`src/rtl/gpio_input_conditioner.sv`:
```
// GPIO input conditioner: per-pin two-flop synchronizer, debounce filter and
// sticky edge-capture flags with a combined interrupt output.
module gpio_input_conditioner #(
    parameter int unsigned IO_COUNT    = 16,
    parameter int unsigned COUNT_WIDTH = 8
) (
    input  logic                   clk,
    input  logic                   rst,
    input  logic [IO_COUNT-1:0]    pad_input,
    input  logic [COUNT_WIDTH-1:0] debounce_period,
    input  logic [IO_COUNT-1:0]    rise_enable,
    input  logic [IO_COUNT-1:0]    fall_enable,
    input  logic                   clear_strobe,
    input  logic [IO_COUNT-1:0]    clear_mask,
    output logic [IO_COUNT-1:0]    gpio_input,
    output logic [IO_COUNT-1:0]    edge_pending,
    output logic                   edge_irq
);

    logic [IO_COUNT-1:0]    sync1_q;
    logic [IO_COUNT-1:0]    sync2_q;
    logic [IO_COUNT-1:0]    stable_q;
    logic [IO_COUNT-1:0]    stable_d;
    logic [IO_COUNT-1:0]    pend_q;
    logic [IO_COUNT-1:0]    pend_d;
    logic [IO_COUNT-1:0]    pend_set;
    logic [IO_COUNT-1:0]    pend_clr;
    logic [COUNT_WIDTH-1:0] cnt_q [IO_COUNT];
    logic [COUNT_WIDTH-1:0] cnt_d [IO_COUNT];

    // Debounce decision per pin and next value of the sticky pending flags.
    always_comb begin
        stable_d = stable_q;
        pend_set = '0;
        for (int unsigned i = 0; i < IO_COUNT; i++) begin
            cnt_d[i] = '0;
            if (sync2_q[i] != stable_q[i]) begin
                if (cnt_q[i] >= debounce_period) begin
                    // Update event: accept the new level and flag it if enabled.
                    stable_d[i] = sync2_q[i];
                    pend_set[i] = sync2_q[i] ? rise_enable[i] : fall_enable[i];
                end else if (cnt_q[i] != '1) begin
                    cnt_d[i] = cnt_q[i] + 1'b1;
                end else begin
                    cnt_d[i] = cnt_q[i];
                end
            end
        end
        pend_clr = clear_strobe ? clear_mask : '0;
        // A set on the same edge as a clear wins.
        pend_d   = (pend_q & ~pend_clr) | pend_set;
    end

    // Synchronizer, debounced level, counters and pending flags.
    always_ff @(posedge clk or negedge rst) begin
        if (!rst) begin
            sync1_q  <= '0;
            sync2_q  <= '0;
            stable_q <= '0;
            pend_q   <= '0;
            for (int unsigned i = 0; i < IO_COUNT; i++) begin
                cnt_q[i] <= '0;
            end
        end else begin
            sync1_q  <= pad_input;
            sync2_q  <= sync1_q;
            stable_q <= stable_d;
            pend_q   <= pend_d;
            for (int unsigned i = 0; i < IO_COUNT; i++) begin
                cnt_q[i] <= cnt_d[i];
            end
        end
    end

    assign gpio_input   = stable_q;
    assign edge_pending = pend_q;
    assign edge_irq     = |pend_q;

endmodule

```
`config.mk`:
```
export PLATFORM = sky130hd
export DESIGN_NAME = gpio_input_conditioner
export DESIGN_NICKNAME = d
export VERILOG_FILES = /design/src/rtl/gpio_input_conditioner.sv
export SDC_FILE = /design/constraint.sdc
export NUM_CORES = 1
export LEC_CHECK = 0
export ABC_CLOCK_PERIOD_IN_PS = 5700
export BUFFER_PORTS_ARGS = -buffer_cell sky130_fd_sc_hd__buf_2
export CORE_MARGIN = 1.5
export CORE_UTILIZATION = 46
export CTS_CLUSTER_SIZE = 12
export DETAILED_ROUTE_END_ITERATION = 12
export PLACE_DENSITY = 0.68
export REMOVE_ABC_BUFFERS = 1
export SKIP_LAST_GASP = 1
export SLEW_MARGIN = 20
export SYNTH_ARGS = -nofsm -noshare
export SYNTH_HDL_FRONTEND = slang
export SYNTH_SLANG_ARGS = --single-unit
```
`constraint.sdc`:
```
create_clock -name clk -period 5.7 [get_ports clk]
set_input_delay 0.57 -clock clk [delete_from_list [all_inputs] [get_ports clk]]
set_output_delay 0.57 -clock clk [all_outputs]
set_load 0.005 [all_outputs]
```
==> key figures <==
Synthesis
  • Synth top area cells: dfrtp_1 42%, ha_1 16%, nor2_1 3.7%, a21oi_1 3.6%, nand2_1 2.9%
  • Yosys top cell area share: 0.422
  • Synth unique cells: 43
  • Cells after Synth: between 1000 and 1500
  • Asr flop ratio synth: 1.00
  • Post-synth EDFFs: 0
  • Post-synth top cells: 192 x dfrtp_1, 144 x ha_1, 112 x nor2_1, 89 x nand2_1, 82 x a21oi_1
  • Synth area leader: dfrtp_1
  • Seq/Total Area, Yosys: 0.422
  • Syn avg cell area: 9.86 um^2
  • Cell with the most instances after synthesis: dfrtp_1
  • YS warnings: 0
  • Synthesis-stage register bit count: around 190
  • Cell Area, Synth: roughly 11000 um^2
  • Top FF cell, synth: dfrtp_1

Critical path
  • Crit. End Element: register
  • Worst reg2reg path depth: 6
  • CP max-delay cell: inv_1
  • R2R Path Start: cnt_q[88]
  • Worst EP required: a little over 6 ns
  • Setup crit start kind: input port
  • Worst path depth: 6
  • Buf/Inv on CP: 2
  • CP Class: input port to register
  • Cell family with most CP delay: buffers and inverters
  • Slowest cell delay on critical path: around 0.70 ns
  • Arr. time, crit path: 2.83 ns
  • CP max FO: 16
  • Worst setup startpoint: debounce_period[1]
  • Critical path cell sequence: buf_2 > inv_1 > ha_1 > a2111o_1 > a21oi_1 > mux2_2

Place
  • GPL Wtd Cong: 0.816
  • Dpl hpwl: 18200 um
  • IO Port Bufs: ~110
  • Post-placement cell area: approximately 12000 um^2

Drt
  • Iter 0 DRT Violations: between 500 and 600
  • Vias: 9127
  • Final ANT Viol Nets: 0
  • Residual DRC: 0
  • Via density: roughly 5.7
  • Routed wire length: roughly 26000 um
  • WL per Instance: 16.3 um
  • First-pass DRT Iterations: 5

STA
  • Final hold vios: 0
  • Hold slack final: roughly 0.13 ns
  • Max frequency: ~400 MHz
  • Setup tns final: 0 ns
  • Crit path time final: roughly 2.5 ns
  • Final setup fails: 0
  • Clk_skew: roughly 0.012 ns
  • Fin crit share: 0.440
  • Max Slew Vio Count: 0
  • RSZ-0062 raised after global routing: false
  • Max_slew headroom: 0.269
  • Least-Margin Pin Slew: 1.10 ns

Clock network
  • Cts bufs inserted: 17
  • TritonCTS clock tree: yes
  • Post-CTS Hold Fix Bufs: 0
  • Longest Clk Path Bufs: 2
  • Clk_lat worst skew: about 0.44 ns
  • Post-CTS Setup Repair Bufs: 0
  • CTS clk-pin slew, worst paths: ~0.08 ns
  • CTS root buffer: clkbuf_16
  • CTS Sinks: ~190
  • PostCTS Resize Cnt: 0
  • H-tree Lvls: 4

GRT
  • Global-route wire length before repair: approximately 44000 um
  • Met3 usage: 0.0346
  • GR peak layer: met2
  • Met2 usage: 0.351
  • GR Overflow Total: 0
  • Largest net degree at the start of global routing: 71
  • Initial antenna violation count: 0
  • Vias in the first global route: approximately 8800
  • M1 GR Usage: 0.297
  • All-Layer GR Usage: 0.215

Outcome
  • Status: complete, no violations

Cells and area
  • Fill count: between 2000 and 2500
  • Final Cell Area: between 10000 and 15000 um^2
  • Final nets: roughly 1500
  • Share of cells above drive strength 1: 0.129
  • Area grow syn2layout: 13.3%
  • Fin util: 0.531
  • # diodes: 0

Power
  • IR drop worst, VDD: 174 uV
  • Power Dens Cells: about 310 nW/um^2
  • Leak: roughly 6.4 nW

Floorplan
  • Die span in x: approximately 160 um
  • Core ar.: about 24000 um^2
  • Number of top-level pins: about 110
  • Die area: 25700 um^2
  • Std cell rows: 57
  • Initial Util: 0.468
  • Chip height: between 150 and 200 um

Flow run
  • Max_cap viols: 0

Min path
  • Worst hold path class: input port to async pin
==> area by class of cell <==
cell class / count / area (um^2) / share of cell area
Clock buffer: 20 / 467 / 0.0362
Clock inverter: 12 / 109 / 0.00843
Inverter: 57 / 214 / 0.0166
Multi-Input combinational cell: 900 / 6350 / 0.492
Sequential cell: 192 / 4800 / 0.372
Tap cell: 324 / 405 / 0.0314
Timing Repair Buffer: 109 / 559 / 0.0433
==> cells in the final DEF (no fill, tap or decap), drive strengths merged, types with 47 or more instances in the layout <==
cell and count:
a21oi 82, a31oi 47, buf 108, dfrtp 192
ha 144, inv 58, nand2 89, nor2 112
nor3 48, o21ai 53
==> flip-flops by register name, indices dropped and copies added, names as in the netlist <==
signal,flops
cnt_q,128
edge_pending,16
gpio_input,16
sync1_q,16
sync2_q,16
==> worst paths after layout <==
kind                                 end  slack [ns]
setup / recovery           gpio_input[4]        3.19
hold / removal                 cnt_q[10]        0.13
setup reg to reg           gpio_input[4]        3.62
hold reg to reg              sync2_q[11]        0.35
max in group asynchronous     cnt_q[107]        4.31
min in group clk             sync1_q[12]        0.24
==> worst reg2reg max path, cell delays in order, from the launching register on <==
cell and delay (ns):
dfrtp_1 0.41, inv_1 0.06, ha_1 0.26, nand2b_1 0.14, a2111o_1 0.45, a21oi_1 0.29
mux2_2 0.37
==> stage by stage <==
stage          cells  power (W)  setup slack [ns]
5_1_grt         1614    0.00423              3.12
6_report        1614    0.00395              3.19
2_1_floorplan   1149    0.00246              3.49
3_5_place_dp    1582    0.00280              2.73
3_3_place_gp    1582    0.00275              2.76
4_1_cts         1614    0.00399              3.15
==> kinds of logic after synthesis <==
kind of cell    synth area share
simple gates               0.191
compound gates             0.143
flops                      0.422
fa+ha+maj                  0.158
buf+inv                   0.0209
xor+xnor                  0.0292
mux                       0.0352
==> metal layers <==
metal  up-vias  part of all wire
li1       4559                 -
met1      4379              0.48
met2       161              0.47
met3        28             0.038
met4         0             0.015
met5         -                 0
==> where the power goes <==
part           internal [W]  switching [W]
clock              0.000639       0.000538
sequential          0.00154       0.000236
combinational      0.000472       0.000524
total               0.00265        0.00130
Note: power is estimated with default switching activity, not from simulation.
